--- src/rtl/vxe_cu_sync_ctrl_if.sv ---
// Dispatcher-side control/fault handshake of the VxE CU sync sequencer.
// master: dispatch unit side; slave: vxe_cu_sync_ctrl.
interface vxe_cu_sync_ctrl_if;
    logic i_ctl_nop;
    logic i_ctl_sync;
    logic i_ctl_sync_stop;
    logic i_ctl_sync_intr;
    logic i_ctl_pipes_active;
    logic i_flt_fetch;
    logic i_flt_decode;
    logic o_ctl_unhalt;

    modport master (
        output i_ctl_nop,
        output i_ctl_sync,
        output i_ctl_sync_stop,
        output i_ctl_sync_intr,
        output i_ctl_pipes_active,
        output i_flt_fetch,
        output i_flt_decode,
        input  o_ctl_unhalt
    );

    modport slave (
        input  i_ctl_nop,
        input  i_ctl_sync,
        input  i_ctl_sync_stop,
        input  i_ctl_sync_intr,
        input  i_ctl_pipes_active,
        input  i_flt_fetch,
        input  i_flt_decode,
        output o_ctl_unhalt
    );
endinterface

--- src/rtl/vxe_cu_sync_ctrl.sv ---
// VxE CU sequencer: start, NOP/SYNC resume, SYNC drain, interrupt and fault status.
// Optional drain watchdog enabled by defining VXE_CU_SYNC_WDOG_EN.
module vxe_cu_sync_ctrl #(
    parameter int unsigned WDOG_WIDTH = 16
) (
    input  logic                  clk,
    input  logic                  nrst,
    input  logic                  i_start,
    input  logic                  i_intr_ack,
    input  logic [1:0]            i_vpu_busy,
    output logic                  o_busy,
    output logic                  o_fetch_start,
    output logic                  o_intr,
    output logic                  o_fault,
    output logic [1:0]            o_fault_code,
    vxe_cu_sync_ctrl_if.slave     disp
);

    typedef enum logic [1:0] {StIdle, StRun, StDrain, StFault} state_e;

    localparam logic [1:0] CodeNone    = 2'b00;
    localparam logic [1:0] CodeFetch   = 2'b01;
    localparam logic [1:0] CodeDecode  = 2'b10;
    localparam logic [1:0] CodeTimeout = 2'b11;

    state_e     state_q, state_d;
    logic       stop_q, stop_d;
    logic       intr_f_q, intr_f_d;
    logic [1:0] idle_cnt_q, idle_cnt_d;
    logic       busy_q, busy_d;
    logic       fetch_q, fetch_d;
    logic       intr_q, intr_d;
    logic       fault_q, fault_d;
    logic [1:0] code_q, code_d;
    logic       unhalt_q, unhalt_d;

    logic       drain_idle;
    logic       intr_set;
    logic       fault_enter;
    logic [1:0] fault_code;
    logic       drain_done;
    logic       wdog_expire;

`ifdef VXE_CU_SYNC_WDOG_EN
    localparam logic [WDOG_WIDTH-1:0] WdogOne = {{(WDOG_WIDTH-1){1'b0}}, 1'b1};
    localparam logic [WDOG_WIDTH-1:0] WdogMax = '1;

    logic [WDOG_WIDTH-1:0] wdog_q, wdog_d;
    logic [WDOG_WIDTH-1:0] wdog_inc;

    assign wdog_inc    = wdog_q + WdogOne;
    assign wdog_expire = (wdog_inc == WdogMax);
`else
    // Width only matters when the watchdog is built in.
    logic unused_wdog_width;
    assign unused_wdog_width = (WDOG_WIDTH != 0);
    assign wdog_expire       = 1'b0;
`endif

    assign drain_idle = !disp.i_ctl_pipes_active && (i_vpu_busy == 2'b00);

    always_comb begin
        state_d     = state_q;
        stop_d      = stop_q;
        intr_f_d    = intr_f_q;
        idle_cnt_d  = idle_cnt_q;
        fault_d     = fault_q;
        code_d      = code_q;
        fetch_d     = 1'b0;
        unhalt_d    = 1'b0;
        intr_set    = 1'b0;
        fault_enter = 1'b0;
        fault_code  = CodeNone;
        drain_done  = 1'b0;
`ifdef VXE_CU_SYNC_WDOG_EN
        wdog_d      = wdog_q;
`endif

        unique case (state_q)
            StIdle: begin
                if (i_start) begin
                    state_d  = StRun;
                    unhalt_d = 1'b1;
                    fetch_d  = 1'b1;
                end
            end

            StRun: begin
                if (disp.i_flt_decode) begin
                    fault_enter = 1'b1;
                    fault_code  = CodeDecode;
                end else if (disp.i_flt_fetch) begin
                    fault_enter = 1'b1;
                    fault_code  = CodeFetch;
                end else if (disp.i_ctl_sync) begin
                    state_d    = StDrain;
                    stop_d     = disp.i_ctl_sync_stop;
                    intr_f_d   = disp.i_ctl_sync_intr;
                    idle_cnt_d = 2'd0;
`ifdef VXE_CU_SYNC_WDOG_EN
                    wdog_d     = '0;
`endif
                end else if (disp.i_ctl_nop) begin
                    unhalt_d = 1'b1;
                end
            end

            StDrain: begin
                if (disp.i_flt_decode) begin
                    fault_enter = 1'b1;
                    fault_code  = CodeDecode;
                end else if (disp.i_flt_fetch) begin
                    fault_enter = 1'b1;
                    fault_code  = CodeFetch;
                end else begin
`ifdef VXE_CU_SYNC_WDOG_EN
                    wdog_d = wdog_inc;
`endif
                    // Completion needs two back-to-back idle cycles.
                    if (drain_idle) begin
                        if (idle_cnt_q == 2'd1) begin
                            drain_done = 1'b1;
                            idle_cnt_d = 2'd0;
                        end else begin
                            idle_cnt_d = idle_cnt_q + 2'd1;
                        end
                    end else begin
                        idle_cnt_d = 2'd0;
                    end

                    if (drain_done) begin
                        intr_set = intr_f_q;
                        if (stop_q) begin
                            state_d = StIdle;
                        end else begin
                            state_d  = StRun;
                            unhalt_d = 1'b1;
                        end
                    end else if (wdog_expire) begin
                        fault_enter = 1'b1;
                        fault_code  = CodeTimeout;
                    end
                end
            end

            StFault: begin
                if (i_start) begin
                    state_d  = StRun;
                    fault_d  = 1'b0;
                    code_d   = CodeNone;
                    unhalt_d = 1'b1;
                    fetch_d  = 1'b1;
                end
            end
        endcase

        if (fault_enter) begin
            state_d  = StFault;
            fault_d  = 1'b1;
            code_d   = fault_code;
            intr_set = 1'b1;
        end

        // A new interrupt beats an acknowledge landing in the same cycle.
        if (intr_set) begin
            intr_d = 1'b1;
        end else if (i_intr_ack) begin
            intr_d = 1'b0;
        end else begin
            intr_d = intr_q;
        end

        busy_d = (state_d == StRun) || (state_d == StDrain);
    end

    always_ff @(posedge clk or negedge nrst) begin
        if (!nrst) begin
            state_q    <= StIdle;
            stop_q     <= 1'b0;
            intr_f_q   <= 1'b0;
            idle_cnt_q <= 2'd0;
            busy_q     <= 1'b0;
            fetch_q    <= 1'b0;
            intr_q     <= 1'b0;
            fault_q    <= 1'b0;
            code_q     <= CodeNone;
            unhalt_q   <= 1'b0;
        end else begin
            state_q    <= state_d;
            stop_q     <= stop_d;
            intr_f_q   <= intr_f_d;
            idle_cnt_q <= idle_cnt_d;
            busy_q     <= busy_d;
            fetch_q    <= fetch_d;
            intr_q     <= intr_d;
            fault_q    <= fault_d;
            code_q     <= code_d;
            unhalt_q   <= unhalt_d;
        end
    end

`ifdef VXE_CU_SYNC_WDOG_EN
    always_ff @(posedge clk or negedge nrst) begin
        if (!nrst) begin
            wdog_q <= '0;
        end else begin
            wdog_q <= wdog_d;
        end
    end
`endif

    assign o_busy            = busy_q;
    assign o_fetch_start     = fetch_q;
    assign o_intr            = intr_q;
    assign o_fault           = fault_q;
    assign o_fault_code      = code_q;
    assign disp.o_ctl_unhalt = unhalt_q;

endmodule

--- src/flat_wrapper.sv ---
// flat-port wrapper written by rule: the top's interface ports become plain ports
module vxe_cu_sync_ctrl_flat 
#(
    parameter int unsigned WDOG_WIDTH = 16
)
  (clk, nrst, i_start, i_intr_ack, i_vpu_busy, o_busy, o_fetch_start, o_intr, o_fault, o_fault_code, disp_i_ctl_nop, disp_i_ctl_sync, disp_i_ctl_sync_stop, disp_i_ctl_sync_intr, disp_i_ctl_pipes_active, disp_i_flt_fetch, disp_i_flt_decode, disp_o_ctl_unhalt);
  vxe_cu_sync_ctrl_if disp_i ();
  input  logic clk;
  input  logic nrst;
  input  logic i_start;
  input  logic i_intr_ack;
  input  logic [1:0] i_vpu_busy;
  output logic o_busy;
  output logic o_fetch_start;
  output logic o_intr;
  output logic o_fault;
  output logic [1:0] o_fault_code;
  input wire logic [$bits(disp_i.i_ctl_nop)-1:0] disp_i_ctl_nop;
  input wire logic [$bits(disp_i.i_ctl_sync)-1:0] disp_i_ctl_sync;
  input wire logic [$bits(disp_i.i_ctl_sync_stop)-1:0] disp_i_ctl_sync_stop;
  input wire logic [$bits(disp_i.i_ctl_sync_intr)-1:0] disp_i_ctl_sync_intr;
  input wire logic [$bits(disp_i.i_ctl_pipes_active)-1:0] disp_i_ctl_pipes_active;
  input wire logic [$bits(disp_i.i_flt_fetch)-1:0] disp_i_flt_fetch;
  input wire logic [$bits(disp_i.i_flt_decode)-1:0] disp_i_flt_decode;
  output wire logic [$bits(disp_i.o_ctl_unhalt)-1:0] disp_o_ctl_unhalt;
  assign disp_i.i_ctl_nop = disp_i_ctl_nop;
  assign disp_i.i_ctl_sync = disp_i_ctl_sync;
  assign disp_i.i_ctl_sync_stop = disp_i_ctl_sync_stop;
  assign disp_i.i_ctl_sync_intr = disp_i_ctl_sync_intr;
  assign disp_i.i_ctl_pipes_active = disp_i_ctl_pipes_active;
  assign disp_i.i_flt_fetch = disp_i_flt_fetch;
  assign disp_i.i_flt_decode = disp_i_flt_decode;
  assign disp_o_ctl_unhalt = disp_i.o_ctl_unhalt;
  vxe_cu_sync_ctrl #(.WDOG_WIDTH(WDOG_WIDTH)) u_core (.clk(clk), .nrst(nrst), .i_start(i_start), .i_intr_ack(i_intr_ack), .i_vpu_busy(i_vpu_busy), .o_busy(o_busy), .o_fetch_start(o_fetch_start), .o_intr(o_intr), .o_fault(o_fault), .o_fault_code(o_fault_code), .disp(disp_i));
endmodule
--- config.mk ---
export PLATFORM = sky130hd
export DESIGN_NAME = vxe_cu_sync_ctrl_flat
export DESIGN_NICKNAME = d
export VERILOG_FILES = /design/src/rtl/vxe_cu_sync_ctrl_if.sv /design/src/rtl/vxe_cu_sync_ctrl.sv /design/src/flat_wrapper.sv
export SDC_FILE = /design/constraint.sdc
export NUM_CORES = 1
export LEC_CHECK = 0
export ABC_AREA = 1
export BUFFER_PORTS_ARGS = -buffer_cell sky130_fd_sc_hd__buf_2
export CORE_MARGIN = 10
export CORE_UTILIZATION = 30
export CTS_BUF_LIST = sky130_fd_sc_hd__clkbuf_16
export CTS_CLUSTER_DIAMETER = 150
export DETAILED_ROUTE_END_ITERATION = 7
export PLACE_DENSITY = 0.5
export SLEW_MARGIN = 30
export SYNTH_ARGS = -nofsm -noshare
export SYNTH_HDL_FRONTEND = slang
export SYNTH_SLANG_ARGS = --single-unit
--- constraint.sdc ---
create_clock -name clk -period 1.5 [get_ports clk]
set_input_delay 0 -clock clk [delete_from_list [all_inputs] [get_ports clk]]
set_output_delay 0 -clock clk [all_outputs]
set_load 0.02 [all_outputs]
Yosys cells after proc, flatten, opt, wreduce, memory -nomap -nowiden
Index checks and enable logic that the tools add are counted.
{ "classes": {"add_sub_neg": 1, "n_eq_ne": 11, "muxes": 53, "n_bitwise": 2, "n_reduce_logical": 14} }
{ "op_table": {"columns": ["op", "count"], "rows": [
  ["2-bit 2-to-1 mux", 20],
  ["1-bit 2-to-1 mux", 30],
  ["2-bit inequality test (second input constant)", 5],
  ["2-bit nonzero test", 4],
  ["2-bit by 1-bit == test with 1-bit output (second input constant)", 3],
  ["2-bit == test (second input constant)", 3],
  ["2-bit case mux with 3 select lines", 1],
  ["6-bit AND reduction", 1],
  ["2-bit zero test", 2],
  ["2-bit case mux with 2 select lines", 1],
  ["4-bit AND reduction", 1],
  ["2-bit OR reduction", 2],
  ["1-bit case mux with 3 select lines", 1],
  ["2-bit by 1-bit adder with 2-bit output (second input constant)", 1],
  ["1-bit NOT", 2],
  ["2-bit AND reduction", 1],
  ["1-bit logical AND", 1],
  ["1-bit zero test", 1],
  ["1-bit logical OR", 1]
]} }
{ "word_totals": {"reg_bits": 13, "input_bits": 13, "output_inout_bits": 7, "word_cells": 91} }

Longest topological paths before layout
{ "logic_depth": {"word_depth": 13, "mapped_depth": 11, "depth_no_buf": 11} }

Least setup slack after synthesis
OpenSTA, ideal clock, no wires.
{ "synth_timing": {"path_type": "register to register", "start": "register u_core.state_q[0]", "end": "register u_core.busy_q (netlist: u_core.o_busy)", "setup_time_ps": 117, "arrival_ps": 1255, "required_ps": 1383, "setup_slack_ps": 127, "stages_incl_launch_ff": 11, "n_path_buf": 0, "period_less_slack_ps": 1373, "path_cell_list": "dfrtp_1 inv_1 ha_1 nor2_2 inv_2 nand2_1 inv_1 nand2_2 inv_1 nand2_1 nand2_1"} }
{ "synth_via": {"word_cells_on_any_way": 19, "classes_between": "5 x eq/ne; 10 x mux; 4 x reduce/logical"} }
{ "synth_rtl": {"columns": ["element", "line_no", "text"], "rows": [
  ["from (decl)", "vxe_cu_sync_ctrl.sv:26", "state_e state_q, state_d;"],
  ["from (signal assigned)", "vxe_cu_sync_ctrl.sv:178", "state_q <= StIdle;"],
  ["from (signal assigned)", "vxe_cu_sync_ctrl.sv:189", "state_q <= state_d;"],
  ["2-bit == test (tied with other cells)", "vxe_cu_sync_ctrl.sv:79", "unique case (state_q)"],
  ["2-bit OR reduction (no line)", null, null],
  ["2-bit case mux with 3 select lines / 1-bit 2-to-1 mux (equally long branches)", null, null],
  ["2-bit 2-to-1 mux *", "vxe_cu_sync_ctrl.sv:157", "if (fault_enter) begin"],
  ["named net u_core.state_d[1]", "vxe_cu_sync_ctrl.sv:26", null],
  ["2-bit by 1-bit == test with 1-bit output / 2-bit == test (equally long branches)", "vxe_cu_sync_ctrl.sv:173", "busy_d = (state_d == StRun) || (state_d == StDrain);"],
  ["1-bit logical OR *", "vxe_cu_sync_ctrl.sv:173", null],
  ["named net u_core.busy_d", "vxe_cu_sync_ctrl.sv:30", "logic busy_q, busy_d;"],
  ["to (signal assigned)", "vxe_cu_sync_ctrl.sv:193", "busy_q <= busy_d;"],
  ["to (decl)", "vxe_cu_sync_ctrl.sv:30", null]
]} }
Mark *: on every way through the listed nets, which the timed path passes. The rest lies on a longest branch.
A chain may end at the register's enable or synchronous reset.

Worst setup path in the final report
{ "layout_timing": {"start": "register u_core.state_q[0]", "end": "register u_core.busy_q (netlist: u_core.o_busy)"} }
{ "layout_via": {"elab_chain_len": 7, "word_cells_on_any_way": 19, "classes_between": "5 x eq/ne; 10 x mux; 4 x reduce/logical"} }
{ "layout_rtl": {"columns": ["element", "line_no"], "rows": [
  ["2-bit 2-to-1 mux, on equally long branches", "vxe_cu_sync_ctrl.sv:131, vxe_cu_sync_ctrl.sv:95"],
  ["2-bit 2-to-1 mux, on equally long branches", "vxe_cu_sync_ctrl.sv:112, vxe_cu_sync_ctrl.sv:92"],
  ["2-bit 2-to-1 mux, on equally long branches", "vxe_cu_sync_ctrl.sv:109, vxe_cu_sync_ctrl.sv:89"],
  ["2-bit case mux with 3 select lines", "vxe_cu_sync_ctrl.sv:79"],
  ["2-bit 2-to-1 mux *", "vxe_cu_sync_ctrl.sv:157"],
  ["2-bit by 1-bit == test with 1-bit output / 2-bit == test (equally long branches)", "vxe_cu_sync_ctrl.sv:173"],
  ["1-bit logical OR *", "vxe_cu_sync_ctrl.sv:173"],
  ["named net u_core.busy_d", "vxe_cu_sync_ctrl.sv:30"]
]} }
Marked as above.

==> impl.org <==
** Outcome
- The run finished with clean final reports.

** Timing
- Ratio of final minimum period to clock period :: 0.9515
- Transition time of the tightest slew-check pin :: 302.6 ps
- Setup slack on the critical path of the routed design comes to about 73 ps.
- The worst path in the final design needs a cycle of 1427 ps, including I/O delays and setup.
- Setup violations remaining at the end of the flow were counted as 0.
- Across the routed clock network, the largest skew measured is 2.132 ps.
- Total negative slack for setup checks :: 0 ps
- The worst pin sits at a relative slew slack of 0.7982.
- Number of slew-limit violations in the final report :: 0
- The tightest hold path in the finished design has a slack of between 4 and 5 ps.
- Timing would allow up to roughly 0.7 GHz.
- The final number of hold-violating endpoints was 0.

** Drt
- After detailed routing, the number of vias per cell comes to roughly 4.4.
- Aggregate routed wire length :: about 1700 um
- The detailed router placed ~650 vias in this run.
- In the routed design, unresolved DRC markers number 0.
- DR iter-0 viols :: 7
- Length of the first detailed-routing pass in iterations :: 4
- After detailed routing, the average wire length per cell comes to between 10 and 15 um.
- The count of nets left with antenna violations once routing finished came out at 0.

** Global routing
- For this run, the total global-route usage over all layers was measured as 0.08063.
- Vias in the first global route :: around 640
- Maximum number of pins on one net before global-route repair :: 14
- First-pass GRT wire length :: between 2000 and 3000 um
- The total overflow left after global routing is 0.
- The initial antenna violation count was 0.

** Worst setup path
- STA classifies the critical path endpoint as a register.
- The critical path is of the register to register type.
- STA classifies the critical path startpoint as a register.
- STA puts the critical path data arrival time at about 1600 ps.
- STA puts the critical path data required time at between 1500 and 2000 ps.
- Along the worst path, the maximum fanout reaches 4.

** Floorplanning
- The floorplan has 17 rows.
- Number of top-level pins :: 20
- Effective utilization at floorplan :: 0.3101
- Die span in x :: 67.59 um
- From bottom edge to top edge, the die measures a little under 70 um.
- Core area :: approximately 0.0022 mm^2
- Die Outline Area :: 0.004568 mm^2

** Power
- Total power consumption of the routed design :: 2.255 mW
- Of the total power, the share spent switching nets is 0.3949.
- Sequential power share :: 0.270
- Part of the power in the clock network :: 0.214
- Power per unit of standard cell area :: around 2200 mW/mm^2
- In this run the power spent charging and discharging nets is 0.8904 mW.
- For this design the static power due to leakage is around 0.56 nW.
- P_int :: roughly 1.4 mW
- The share of total power dissipated in combinational logic is 0.516.
- VDD sags by at most 1.054 mV.

** Synthesis
- The cell area that synthesis handed to floorplanning was roughly 680 um^2.
- Yosys warning count :: 0
- Yosys mapped the design onto 19 distinct sky130hd cell types.
- Number of nets produced by synthesis :: approximately 100
- The synthesized design contains 13 register bits.
- Dividing the synthesized area by the synthesized cell count gives ~8 um^2.
- Syn Inst Count :: 85
- Fraction of the yosys area taken by sequential cells :: 0.4788

** Place
- HPWL Detailed :: roughly 1300 um
- Buffers added on ports :: 19
- Post-Place Worst Slack :: -38.94 ps
- Routability Congestion :: approximately 0.78

** Cells and area
- The net count of the finished layout is about 140.
- Synth-to-Final Area Change :: 51.93%
- In the final layout, the share of cells above drive strength 1 is 0.4000.
- The number of antenna diodes in the final layout is 0.

** Clock tree
- Number of sinks on the clock net :: 13
- Max clock buf depth :: 2
- CTS built an H-tree with a depth of 1.
- Clock tree root buffer cell :: clkbuf_16
- Inserted Clock Buffers :: 3
- CTS tree :: done
- Clock-pin slew reported for the worst setup and hold paths after clock tree synthesis :: 40 ps
- For the worst-skew pair, the clock arrives at the later sink with an insertion delay of 240 ps.

** Worst hold path
- HP Class :: input pin to register

** Job
- Max-cap violations in this run came to 0.
==> layout make-up <==
| class | count | area (um^2) |
|---|---|---|
| Clock inverter | 1 | 3.754 |
| Tap cell | 28 | 35.03 |
| Fill cell | 222 | 1159 |
| Inverter | 19 | 73.82 |
| Sequential cell | 13 | 326.6 |
| Clock buffer | 3 | 75.07 |
| Multi-Input combinational cell | 53 | 322.8 |
| Timing Repair Buffer | 31 | 195.2 |
==> timing repair <==
action | CTS | global route
cloned | 0 | 0
pin swaps | 1 | 4
endpoints found under the hold margin | 16 | 0
setup endpoints to repair | 1 | 3
setup buffers | 0 | 3
resized for setup | 1 | 13
hold buffers | 4 | 0
==> per-stage QoR <==
step                      cells  utilization  instance area (um^2)
final                       148       0.4712                  1032
after global routing        148       0.4712                  1032
after CTS                   145       0.4420                 968.4
after detailed placement    137       0.3866                 847.1
after global placement      137       0.3866                 847.1
after floorplan              85            -                 679.4
==> flip-flops by register name (all words and copies together), names as in the netlist <==
register / count
u_core.disp.o_ctl_unhalt: 1
u_core.idle_cnt_q: 2
u_core.intr_f_q: 1
u_core.o_busy: 1
u_core.o_fault: 1
u_core.o_fault_code: 2
u_core.o_fetch_start: 1
u_core.o_intr: 1
u_core.state_q: 2
u_core.stop_q: 1
==> path summary, 6_finish.rpt <==
check | startpoint | endpoint | slack, ps | cells after the start
max | u_core.state_q[0] | u_core.o_busy | 70 | 8
min | i_intr_ack | u_core.o_intr | 4 | 2
max reg2reg | u_core.state_q[0] | u_core.o_busy | 70 | 8
min reg2reg | u_core.o_fault | u_core.o_fault | 470 | 2
max in group asynchronous | nrst | u_core.state_q[1] | 1070 | 2
min in group asynchronous | nrst | u_core.o_fault_code[1] | 180 | 2
==> power by group through the flow <==
stage          clock network (mW)  registers, mW  logic [mW]
3_3_place_gp                    0          0.598       0.929
5_1_grt                     0.517          0.634        1.30
4_1_cts                     0.499          0.602       0.951
6_report                    0.483          0.610        1.16
3_5_place_dp                    0          0.602       0.935
2_1_floorplan                   0          0.701       0.531
==> cells by family (layout without fill, tap and decap cells) <==
group | count (synthesis) | count (layout) | share of synthesized area
flops | 13 | 13 | 0.4788
simple gates | 41 | 41 | 0.2781
compound gates | 9 | 9 | 0.08288
fa+ha+maj | 3 | 3 | 0.05525
buf+inv | 19 | 54 | 0.1050
==> cells in the mapped netlist <==
master | number | area (um^2)
a31oi_1 | 1 | 6.260
nor2_1 | 6 | 22.52
nor4_1 | 1 | 6.260
inv_1 | 14 | 52.55
o221ai_1 | 1 | 8.760
ha_1 | 3 | 37.54
nor3_4 | 1 | 16.27
nand2_4 | 1 | 11.26
nand2_1 | 25 | 93.84
a21oi_2 | 1 | 8.760
inv_2 | 5 | 18.77
a21oi_1 | 2 | 10.01
dfrtp_1 | 13 | 325.3
o21ai_0 | 3 | 15.01
o31ai_1 | 1 | 7.510
nor2_2 | 1 | 6.260
nand3_1 | 4 | 20.02
or2_0 | 1 | 6.260
nand2_2 | 1 | 6.260
==> layout by cell type (no fill, tap or decap), drive strengths merged, types with 4 or more instances in the layout <==
| cell | n |
|---|---|
| inv | 20 |
| buf | 27 |
| dlygate4sd3 | 4 |
| dfrtp | 13 |
| nand3 | 4 |
| nand2 | 27 |
| nor2 | 7 |
==> worst max-delay path, stage by stage, from the launching register on <==
cell and delay (ps):
dfrtp_1 390, inv_1 120, ha_4 150, inv_1 50
or2_0 200, o21ai_1 170, nand2_2 100, nand3_1 80
nand2_1 50
==> layer usage <==
| layer | vias up | routed length, um | track usage |
|---|---|---|---|
| met5 | - | 0 | 0 |
| met4 | 0 | 16 | 0.04615 |
| met3 | 2 | 159 | 0.03802 |
| met2 | 19 | 786 | 0.1185 |
| met1 | 294 | 742 | 0.09393 |
| li1 | 331 | - | - |
Power figures use the tool's default switching activity.
